`src/rtl/riscv_pkg.sv`:
```
// Shared types and defaults for the pipeline stall/flush sequencer.
package riscv_pkg;

    typedef enum logic [1:0] {
        MDU_IDLE = 2'd0,
        MDU_BUSY = 2'd1,
        MDU_DONE = 2'd2
    } mdu_state_e;

    typedef enum logic {
        MEM_IDLE   = 1'b0,
        MEM_WAIT_R = 1'b1
    } mem_state_e;

    localparam int MUL_LAT_DEF = 4;
    localparam int DIV_LAT_DEF = 33;

    // Per-stage hold/bubble controls driven to the pipeline registers.
    typedef struct packed {
        logic stall_f;
        logic stall_d;
        logic stall_e;
        logic stall_m;
        logic flush_d;
        logic flush_e;
        logic flush_m;
        logic flush_w;
    } stage_ctrl_t;

endpackage

```
`src/rtl/pipeline_ctrl_mdu_seq.sv`:
```
// MUL/DIV launch sequencer: one start pulse per op, holds E until the
// result is ready, then waits in DONE until M is free to accept it.
module pipeline_ctrl_mdu_seq
    import riscv_pkg::*;
#(
    parameter int MUL_LAT = MUL_LAT_DEF,
    parameter int DIV_LAT = DIV_LAT_DEF
) (
    input  logic clk,
    input  logic rst_n,
    input  logic req,
    input  logic is_div,
    input  logic mem_stall,
    output logic start,
    output logic stall,
    output logic busy
);

    localparam int MAX_LAT = (DIV_LAT > MUL_LAT) ? DIV_LAT : MUL_LAT;
    localparam int CW      = $clog2(MAX_LAT + 1);

    localparam logic [CW-1:0] MUL_INIT = CW'(MUL_LAT - 1);
    localparam logic [CW-1:0] DIV_INIT = CW'(DIV_LAT - 1);
    localparam logic [CW-1:0] ONE      = CW'(1);

    mdu_state_e    state;
    logic [CW-1:0] cnt;

    // Outputs are forced low while reset is asserted so a held request
    // cannot leak a launch pulse during reset.
    assign start = rst_n & (state == MDU_IDLE) & req & !mem_stall;
    assign stall = rst_n & (((state == MDU_IDLE) & req) | (state == MDU_BUSY));
    assign busy  = (state != MDU_IDLE);

    // State and down-counter. BUSY lasts at least one cycle, so a
    // one-cycle op still passes through IDLE -> BUSY -> DONE.
    always_ff @(posedge clk or negedge rst_n) begin
        if (!rst_n) begin
            state <= MDU_IDLE;
            cnt   <= '0;
        end else begin
            case (state)
                MDU_IDLE: begin
                    if (start) begin
                        state <= MDU_BUSY;
                        cnt   <= is_div ? DIV_INIT : MUL_INIT;
                    end
                end
                MDU_BUSY: begin
                    if (cnt <= ONE) state <= MDU_DONE;
                    if (cnt != '0)  cnt   <= cnt - ONE;
                end
                MDU_DONE: begin
                    if (!mem_stall) state <= MDU_IDLE;
                end
                default: state <= MDU_IDLE;
            endcase
        end
    end

endmodule

```
`src/rtl/pipeline_ctrl.sv`:
```
// Central stall/flush sequencer: merges memory handshake, MDU, load-use
// and branch events into per-stage hold/bubble controls.
module pipeline_ctrl
    import riscv_pkg::*;
#(
    parameter int MUL_LAT = MUL_LAT_DEF,
    parameter int DIV_LAT = DIV_LAT_DEF,
    parameter int CNT_W   = 32
) (
    input  logic             clk_i,
    input  logic             rst_ni,
    input  logic             lw_stall_i,
    input  logic             branch_taken_i,
    input  logic             mdu_req_i,
    input  logic             mdu_is_div_i,
    input  logic             dmem_req_i,
    input  logic             dmem_we_i,
    input  logic             dmem_gnt_i,
    input  logic             dmem_rvalid_i,
    output logic             dmem_req_o,
    output logic             mdu_start_o,
    output logic             mdu_busy_o,
    output logic             stallF_o,
    output logic             stallD_o,
    output logic             stallE_o,
    output logic             stallM_o,
    output logic             flushD_o,
    output logic             flushE_o,
    output logic             flushM_o,
    output logic             flushW_o,
    output logic [CNT_W-1:0] stall_cnt_o
);

    mem_state_e  mem_state, mem_next;
    logic        mem_stall;
    logic        mdu_stall;
    stage_ctrl_t ctrl;

    // Memory handshake: a store finishes on grant, a load waits for rvalid.
    always_comb begin
        mem_next  = mem_state;
        mem_stall = 1'b0;
        case (mem_state)
            MEM_IDLE: begin
                if (dmem_req_i) begin
                    if (!dmem_gnt_i) begin
                        mem_stall = 1'b1;
                    end else if (!dmem_we_i) begin
                        mem_stall = 1'b1;
                        mem_next  = MEM_WAIT_R;
                    end
                end
            end
            MEM_WAIT_R: begin
                mem_stall = !dmem_rvalid_i;
                if (dmem_rvalid_i) mem_next = MEM_IDLE;
            end
            default: mem_next = MEM_IDLE;
        endcase
    end

    // Memory FSM state register.
    always_ff @(posedge clk_i or negedge rst_ni) begin
        if (!rst_ni) mem_state <= MEM_IDLE;
        else         mem_state <= mem_next;
    end

    // Request is only forwarded while no load response is outstanding.
    assign dmem_req_o = rst_ni & dmem_req_i & (mem_state == MEM_IDLE);

    pipeline_ctrl_mdu_seq #(
        .MUL_LAT (MUL_LAT),
        .DIV_LAT (DIV_LAT)
    ) u_mdu_seq (
        .clk       (clk_i),
        .rst_n     (rst_ni),
        .req       (mdu_req_i),
        .is_div    (mdu_is_div_i),
        .mem_stall (mem_stall),
        .start     (mdu_start_o),
        .stall     (mdu_stall),
        .busy      (mdu_busy_o)
    );

    // Priority mux. A branch is only flushed once E is free to advance;
    // it beats load-use so the redirect is never dropped.
    always_comb begin
        ctrl = '0;
        if (mem_stall) begin
            ctrl.stall_f = 1'b1;
            ctrl.stall_d = 1'b1;
            ctrl.stall_e = 1'b1;
            ctrl.stall_m = 1'b1;
            ctrl.flush_w = 1'b1;
        end else if (mdu_stall) begin
            ctrl.stall_f = 1'b1;
            ctrl.stall_d = 1'b1;
            ctrl.stall_e = 1'b1;
            ctrl.flush_m = 1'b1;
        end else if (branch_taken_i) begin
            ctrl.flush_d = 1'b1;
            ctrl.flush_e = 1'b1;
        end else if (lw_stall_i) begin
            ctrl.stall_f = 1'b1;
            ctrl.stall_d = 1'b1;
            ctrl.flush_e = 1'b1;
        end
        if (!rst_ni) ctrl = '0;
    end

    assign stallF_o = ctrl.stall_f;
    assign stallD_o = ctrl.stall_d;
    assign stallE_o = ctrl.stall_e;
    assign stallM_o = ctrl.stall_m;
    assign flushD_o = ctrl.flush_d;
    assign flushE_o = ctrl.flush_e;
    assign flushM_o = ctrl.flush_m;
    assign flushW_o = ctrl.flush_w;

    // Saturating count of fetch-stall cycles.
    always_ff @(posedge clk_i or negedge rst_ni) begin
        if (!rst_ni)
            stall_cnt_o <= '0;
        else if (ctrl.stall_f && (stall_cnt_o != {CNT_W{1'b1}}))
            stall_cnt_o <= stall_cnt_o + 1'b1;
    end

endmodule

```
`config.mk`:
```
export PLATFORM = sky130hd
export DESIGN_NAME = pipeline_ctrl
export DESIGN_NICKNAME = d
export VERILOG_FILES = /design/src/rtl/riscv_pkg.sv /design/src/rtl/pipeline_ctrl_mdu_seq.sv /design/src/rtl/pipeline_ctrl.sv
export SDC_FILE = /design/constraint.sdc
export NUM_CORES = 1
export LEC_CHECK = 0
export BUFFER_PORTS_ARGS = -buffer_cell sky130_fd_sc_hd__buf_2
export CAP_MARGIN = 15
export CORE_ASPECT_RATIO = 2
export CORE_MARGIN = 8
export CORE_UTILIZATION = 53
export DETAILED_ROUTE_END_ITERATION = 6
export GPL_ROUTABILITY_DRIVEN = 0
export PLACE_DENSITY_LB_ADDON = 0.05
export RECOVER_POWER = 100
export SLEW_MARGIN = 0
export SYNTH_ARGS = -nofsm -noshare
export SYNTH_HDL_FRONTEND = slang
export SYNTH_SLANG_ARGS = --single-unit
export TNS_END_PERCENT = 1
```
`constraint.sdc`:
```
create_clock -name clk_i -period 3.1 [get_ports clk_i]
set_clock_uncertainty 0.1 [all_clocks]
set_input_delay 0.155 -clock clk_i [delete_from_list [all_inputs] [get_ports clk_i]]
set_output_delay 0.155 -clock clk_i [all_outputs]
set_load 0.005 [all_outputs]
```
* After elaboration in Yosys (flattened, before gate mapping) *
Index checks and enable logic that the tools add are counted.

cells by class
  add/sub/neg operators = 2
  multipliers = 0
  div/mod/pow operators = 0
  $lt $le $gt $ge = 1
  eq/ne operators = 7
  shift operators = 0
  mux-type cells = 28
  bitwise operators = 9
  reductions and logical operators = 9

operators with widths
  kind                                                                    number
  32-bit by 1-bit adder with 32-bit output (second input constant)        1
  32-bit inequality test (second input constant)                          1
  6-bit 2-to-1 mux                                                        3
  2-bit 2-to-1 mux                                                        7
  6-bit case mux with 2 select lines                                      1
  1-bit 2-to-1 mux                                                        11
  8-bit 2-to-1 mux                                                        1
  2-bit inequality test (second input constant)                           4
  1-bit AND                                                               7
  6-bit by 1-bit <= comparator with 1-bit output (second input constant)  1
  3-bit 2-to-1 mux                                                        2
  2-bit case mux with 3 select lines                                      1
  3-bit AND reduction                                                     2
  6-bit nonzero test                                                      1
  6-bit by 1-bit subtractor with 6-bit output (second input constant)     1
  1-bit case mux with 2 select lines                                      2
  2-bit nonzero test                                                      2
  2-bit by 1-bit == test with 1-bit output (second input constant)        1
  2-bit == test (second input constant)                                   1
  1-bit zero test                                                         2
  2-bit zero test                                                         1
  1-bit logical AND                                                       1
  1-bit NOT                                                               1
  1-bit bitwise OR                                                        1

storage, ports and cells
  register bits = 41
  latch bits = 0
  memory bits (writable) = 0
  bits in read-only memories = 0
  input port bits = 10
  output and inout bits = 43
  memories kept = 0

* Longest topological paths before layout *
Gate-level depths: netlist of the first run.

  depth in word-level cells = 8
  mapped depth = 7
  mapped depth without buffers = 6

* Hierarchy *
A second synthesis of the first run with hierarchy kept.

second synthesis, totals
  cell total of the unflattened synthesis = 226
  area, all modules = 2334.7 um^2

modules (own cells, without submodules)
  module                 instances  cells each  area an instance (um^2)  sequential area each (um^2)
  pipeline_ctrl          1          175         1836.8                   825.8
  pipeline_ctrl_mdu_seq  1          51          498.0                    200.2

* Worst setup path before layout of the first run *
No wires, ideal clock.

  path type = register -> register
  start = register stall_cnt_o[0]
  end = register stall_cnt_o[1]
  library setup time = 128 ps
  arrival time = 1994 ps
  setup slack = 878 ps
  stages on the path, launching flop included = 7
  buffers on the path = 0
  clock period less this slack = 2222 ps
  path through = dfrtp_1 > ha_1 > nand2_1 > or4_4 > nor4_4 > nor2_1 > mux2_1

between the ends
  longest elaborated chain between the ends = 2
  elaborated cells between the ends (all ways) = 3

ends and longest elaborated chain
  item                                                                                              RTL line              RTL
  from (decl)                                                                                       pipeline_ctrl.sv:31   output logic [CNT_W-1:0] stall_cnt_o
  from (signal assigned)                                                                            pipeline_ctrl.sv:125  stall_cnt_o <= stall_cnt_o + 1'b1;
  parallel branches: the longest is 2 deep, another holds 32-bit by 1-bit adder with 32-bit output  --

Parallel ways; which one is timed is not known.
A chain may end at the register's enable or synchronous reset.

* Worst setup path after layout of the first run *
  start = register stall_cnt_o[0]
  end = register stall_cnt_o[9]

Same word-level chain as after synthesis.

==> results of run 1 <==
[synth_stat cells (2+ instances only)]
| cell | instances |
|---|---|
| and2_1 | 2 |
| inv_1 | 7 |
| mux2_2 | 2 |
| nor3_1 | 10 |
| xor2_1 | 25 |
| clkbuf_1 | 3 |
| nor3b_1 | 3 |
| xnor2_1 | 6 |
| nand2b_1 | 8 |
| nor2b_1 | 3 |
| nand3_1 | 14 |
| o2111a_1 | 2 |
| nand2_1 | 22 |
| buf_4 | 2 |
| o21ai_0 | 3 |
| nand4_1 | 5 |
| o2111ai_1 | 2 |
| nor2_1 | 22 |
| nor4_1 | 11 |
| dfrtp_1 | 41 |
| or4_1 | 2 |
| ha_1 | 3 |
| and4_1 | 2 |
| nor4b_1 | 5 |
| a21oi_1 | 4 |
[worst max-delay path: cells and delay by family (launching register included)]
family	cells	cell delay, ns
buffers and inverters	1	0.27
adders and majority gates	1	0.17
and+or+nand+nor	4	1.45
xor gates and xnor gates	1	0.16
DFF	1	0.40
[power by group through the flow]
stage / Clock [µW] / Sequential, µW / Combinational [µW]
final: 438 / 763 / 478
after global routing: 471 / 777 / 539
after CTS: 450 / 762 / 502
after detailed placement: 0 / 772 / 495
after global placement: 0 / 768 / 487
after floorplan: 0 / 754 / 315
[per-stage QoR]
step	worst slack (ns)	util, %
5_1_grt	0.256	65.0
4_1_cts	0.621	66.3
6_report	0.425	65.0
3_5_place_dp	0.637	63.1
2_1_floorplan	0.878	-
3_3_place_gp	0.665	63.1
[cells by family (layout without fill, tap and decap cells)]
group / count (synthesis) / after routing / synth area share (%)
adders and majority gates: 3 / 3 / 1.69
muxes: 4 / 4 / 1.97
xor gates and xnor gates: 31 / 31 / 12.2
buffers and inverters: 13 / 74 / 2.87
AOI/OAI and AO/OA: 18 / 18 / 5.91
and+or+nand+nor: 117 / 117 / 29.2
DFF: 41 / 41 / 46.2
[metal layers]
| metal | part of all wire (%) | routed length (µm) | global-route usage (%) | vias up |
|---|---|---|---|---|
| met3 | 3.8 | 215 | 3.23 | 7 |
| met4 | 1.2 | 69 | 5.09 | 0 |
| met1 | 36 | 2020 | 17.4 | 926 |
| met5 | 0 | 0 | 0 | - |
| met2 | 59 | 3290 | 34.0 | 44 |
| li1 | - | - | - | 923 |
[cell type report]
class	count	area [µm²]
Clock buffer	7	86.3
Clock inverter	1	30.0
Inverter	7	26.3
Timing Repair Buffer	59	278
Fill cell	407	1420
Sequential cell	41	1030
Tap cell	52	65.1
Multi-Input combinational cell	173	1120
[flip-flops by register name, indices dropped and copies added (netlist names)]
signal / cells
stall_cnt_o: 32
u_mdu_seq.cnt: 6
u_mdu_seq.state: 2
mem_state: 1
[path summary, 6_finish.rpt]
check / slack [ns] / to / cells past startpoint / from
max in group asynchronous: 1.86 / u_mdu_seq.cnt[5] / 3 / rst_ni
min: 0.05 / mem_state / 3 / dmem_gnt_i
min in group asynchronous: 0.29 / stall_cnt_o[13] / 2 / rst_ni
min reg2reg: 0.39 / stall_cnt_o[11] / 1 / stall_cnt_o[11]
max reg2reg: 0.42 / stall_cnt_o[9] / 7 / stall_cnt_o[0]
max: 0.42 / stall_cnt_o[9] / 7 / stall_cnt_o[0]
==> results.sh, run 1 <==
export IMPL_die_h_um=108
export IMPL_grt_pass1_vias=1958
export IMPL_startpoint_type="flop"
export IMPL_hold_viol_final=0
export IMPL_first_pass_iters=5
export IMPL_synthTopCellsByArea="dfrtp_1 46%, xor2_1 9.9%, nand2_1 3.7%"
export IMPL_fin_crit_sh_pct=86.3
export IMPL_syn_to_final_growth_pct=18.4
export IMPL_crit_type="reg -> reg"
export IMPL_cts_resized=0
export IMPL_drv_slew=0
export IMPL_rsz0062_at_grt="no"
export IMPL_cts_buffers=5
export IMPL_gr_total_overflow=0
export IMPL_vias=1900
export IMPL_tightest_slew_ns=0.684
export IMPL_crit_arrival_ns=2.73
export IMPL_worstSetupEndpointType="flop"
export IMPL_p_clk_share_pct=26.1
export IMPL_synth_top_cell_area_share_pct=46.2
export IMPL_power_uw=1680
export IMPL_synth_async_sr_flop_share_pct=100
export IMPL_cts_htree_levels=2
export IMPL_peakVddDrop_uv=426
export IMPL_insertion_delay_ns=0.28
export IMPL_core_area_mm2=0.00405
export IMPL_p_sw_share_pct=34.1
export IMPL_yosysUniqueCellTypes=43
export IMPL_synth_edff_count=0
export IMPL_switchingPower_uw=572
export IMPL_status="finished, final reports clean"
export IMPL_power_leakage_uw=0.00121
export IMPL_p_seq_share_pct=45.4
export IMPL_synth_top_flop_cell="dfrtp_1"
export IMPL_power_frac_comb_pct=28.5
export IMPL_clk_path_buf_depth=2
export IMPL_tns_ns=0
export IMPL_yosys_warnings=0
export IMPL_crit_slowest_cell="nor4_2"
export IMPL_grt_max_degree=26
export IMPL_die_w_um=61.8
export IMPL_cts_sinks=41
export IMPL_fp_dieArea_mm2=0.00665
export IMPL_path_cells="ha_1 -> nand2_1 -> or4_1 -> nor4_2 -> buf_4 -> nor4b_1 -> xor2_1"
export IMPL_ctsHoldBuffers=1
export IMPL_cts_root_buf="clkbuf_8"
export IMPL_dp_hpwl_um=4390
export IMPL_pin_count=53
export IMPL_post_route_drc_count=0
export IMPL_portBuffers=52
export IMPL_synthCells=227
export IMPL_syn_nets=240
export IMPL_stdcell_area_mm2=0.00263
export IMPL_min_path_type="in -> reg"
export IMPL_internal_power_uw=1110
export IMPL_max_freq_mhz=374
export IMPL_drtAntennaViolNets=0
export IMPL_drv_cap=0
export IMPL_initial_core_util_pct=54.9
export IMPL_nNetsFinal=300
export IMPL_mostFrequentLayoutCell="dfrtp_1"
export IMPL_setup_viol=0
export IMPL_crit_fanout=8
export IMPL_grt_first_pass_wirelength_um=8980
export IMPL_min_period_ns=2.68
export IMPL_final_cell_mix="41 x dfrtp_1, 29 x clkbuf_1, 25 x xor2_1, 25 x buf_2"
export IMPL_postCtsSetupRepairBufs=0
export IMPL_dpl_instance_area_mm2=0.00255
export IMPL_antenna_found_initial=0
export IMPL_hold_slack_ns=0.0524
export IMPL_power_density_mw_per_mm2=638
export IMPL_diodes=0
export IMPL_rows=33
export IMPL_wl_per_cell_um=16.5
export IMPL_ys_ff_latch=41
export IMPL_dp_cells=331
export IMPL_ys_seq_area_share_pct=46.2
export IMPL_drive_gt1_share_pct=15.3
export IMPL_synth_area_mm2=0.00222
export IMPL_via_per_inst=5.59
export IMPL_required_ns=3.16
export IMPL_drt_iter0_drc=47
export IMPL_slowest_delay_ns=0.67
export IMPL_clk_pin_slew_ns=0.08
export IMPL_synth_top_cell_by_area="dfrtp_1"
export IMPL_syn_avg_cell_area_um2=9.79
export IMPL_cts_tree="built"
export IMPL_slew_headroom_pct=54.0
export IMPL_fin_cells=340
export IMPL_drt_total_wl_um=5600
export IMPL_grt_usage_pct=17.6
(Power assumes the default switching activity.)
==> run 2, diff against run 1 <==
- CORE_UTILIZATION: 53 -> 48
- clock period: 3.1 -> 2.24 ns (I/O delays scaled with it)
==> results.sh, run 2 (synthesized netlist as in run 1, its figures left out) <==
export IMPL_status="finished, final reports clean"
export IMPL_min_path_type="in -> reg"
export IMPL_via_per_inst=5.45
export IMPL_startpoint_type="flop"
export IMPL_gr_total_overflow=0
export IMPL_core_area_mm2=0.00451
export IMPL_crit_fanout=14
export IMPL_rows=35
export IMPL_crit_arrival_ns=2.21
export IMPL_first_pass_iters=4
export IMPL_mostFrequentLayoutCell="dfrtp_1"
export IMPL_wl_per_cell_um=14.7
export IMPL_power_leakage_uw=0.00131
export IMPL_clk_path_buf_depth=2
export IMPL_min_period_ns=2.16
export IMPL_peakVddDrop_uv=676
export IMPL_drt_iter0_drc=71
export IMPL_fin_cells=365
export IMPL_rsz0062_at_grt="no"
export IMPL_reg2reg_slack_ns=0.08
export IMPL_dp_hpwl_um=4260
export IMPL_worstHoldStart="mdu_is_div_i"
export IMPL_drive_gt1_share_pct=21.0
export IMPL_drt_total_wl_um=5370
export IMPL_pin_count=53
export IMPL_die_w_um=64.1
export IMPL_stdcell_area_mm2=0.00278
export IMPL_nNetsFinal=322
export IMPL_wl_met2_um=2590
export IMPL_fp_dieArea_mm2=0.00719
export IMPL_crit_type="reg -> reg"
export IMPL_largest_reg_flops=32
export IMPL_initial_core_util_pct=49.3
export IMPL_hold_depth=4
export IMPL_tns_ns=0
export IMPL_drv_slew=0
export IMPL_vias=1988
export IMPL_power_uw=2240
export IMPL_diodes=0
export IMPL_required_ns=2.29
export IMPL_post_route_drc_count=0
export IMPL_fin_util_pct=61.6
export IMPL_die_h_um=112
export IMPL_top_register="stall_cnt_o"
export IMPL_drv_cap=0
export IMPL_routed_top_layer="met4"
export IMPL_max_freq_mhz=462
export IMPL_worstSetupEndpointType="flop"
export IMPL_power_density_mw_per_mm2=806
export IMPL_route_met3_wl_um=278
export IMPL_min_to="u_mdu_seq.cnt[1]"
export IMPL_setup_viol=0
export IMPL_hold_viol_final=0
export IMPL_tightest_slew_ns=0.572
export IMPL_cts_sinks=41
export IMPL_cts_tree="built"
export IMPL_cts_buffers=5
export IMPL_reg_top3="stall_cnt_o: 32 flops, u_mdu_seq.cnt: 6 flops, u_mdu_seq.state: 2 flops"
export IMPL_drt_met1_wl_um=2340
export IMPL_portBuffers=52
export IMPL_reg2reg_to="stall_cnt_o[10]"
export IMPL_slew_headroom_pct=61.9
export IMPL_antenna_found_initial=0
export IMPL_r2r_start="stall_cnt_o[9]"
export IMPL_cts_root_buf="clkbuf_8"
export IMPL_clk_pin_slew_ns=0.08
export IMPL_syn_to_final_growth_pct=24.9
export IMPL_grt_max_degree=31
export IMPL_cts_htree_levels=2
export IMPL_grt_usage_pct=15.9
export IMPL_dp_cells=354
export IMPL_final_cell_mix="41 x dfrtp_1, 32 x clkbuf_1, 29 x buf_2"
export IMPL_dpl_instance_area_mm2=0.00271
export IMPL_r2r_cells=6
export IMPL_fin_crit_sh_pct=96.5
export IMPL_grt_first_pass_wirelength_um=9450
export IMPL_postCtsSetupRepairBufs=0
export IMPL_insertion_delay_ns=0.29
export IMPL_drtAntennaViolNets=0
export IMPL_grt_pass1_vias=2014
==> run 2: cell types whose count changed in the layout (fill, tap and decap cells not counted), sizes merged <==
cell / previous run / this run
buf: 30 / 46
bufinv: 1 / 0
clkbuf: 35 / 38
clkinv: 0 / 2
dlygate4sd3: 1 / 3
==> run 2: worst max-delay path by stage <==
stage | endpoint | cells past startpoint | from | slack (ns)
3_5_place_dp | stall_cnt_o[26] | 8 | stall_cnt_o[0] | 0.11
2_1_floorplan | stall_cnt_o[1] | 6 | stall_cnt_o[0] | 0.02
3_3_place_gp | stall_cnt_o[26] | 8 | stall_cnt_o[0] | 0.12
6_report | stall_cnt_o[10] | 6 | stall_cnt_o[9] | 0.08
4_1_cts | stall_cnt_o[10] | 7 | stall_cnt_o[0] | 0.07
5_1_grt | stall_cnt_o[17] | 6 | stall_cnt_o[8] | 0.002
==> run 2: area by class of cell <==
class                           instances  area (µm²)
Clock buffer                            6        72.6
Clock inverter                          2        10.0
Fill cell                             426        1730
Inverter                                7        26.3
Multi-Input combinational cell        173        1140
Sequential cell                        41        1030
Tap cell                               55        68.8
Timing Repair Buffer                   81         428
==> run 2: per-layer routing <==
metal / GRT usage, % / vias up
met5: 0 / -
met4: 7.92 / 0
met3: 4.79 / 13
met2: 24.8 / 50
met1: 19.2 / 954
li1: - / 971
==> run 2: worst max-delay path, stage by stage (launching register included) <==
cell	delay, ns
dfrtp_1	0.44
nand3_1	0.20
or4_4	0.49
nor4_4	0.35
buf_6	0.21
nor4_1	0.08
xor2_1	0.15
==> run 2: what timing repair did <==
item,4_1_cts,5_1_grt
resized for setup,0,4
hold buffers,3,0
endpoints found under the setup margin,0,15
endpoints found under the hold margin,42,0
==> run 2: metrics by stage <==
step / setup WS, ns / hold WS [ns]
global route: 0.00248 / 0.0595
detailed placement: 0.108 / -0.124
CTS: 0.0728 / 0.0312
finish: 0.0775 / 0.0321
global placement: 0.117 / -0.124
floorplan: 0.0184 / -0.284
==> run 2: power breakdown <==
part / leakage, µW / total [µW] / switching (µW) / internal, µW
Combinational: 0.000739 / 756 / 416 / 341
Clock: 0.0000450 / 460 / 244 / 216
Sequential: 0.000527 / 1020 / 133 / 887
Total: 0.00131 / 2240 / 793 / 1440
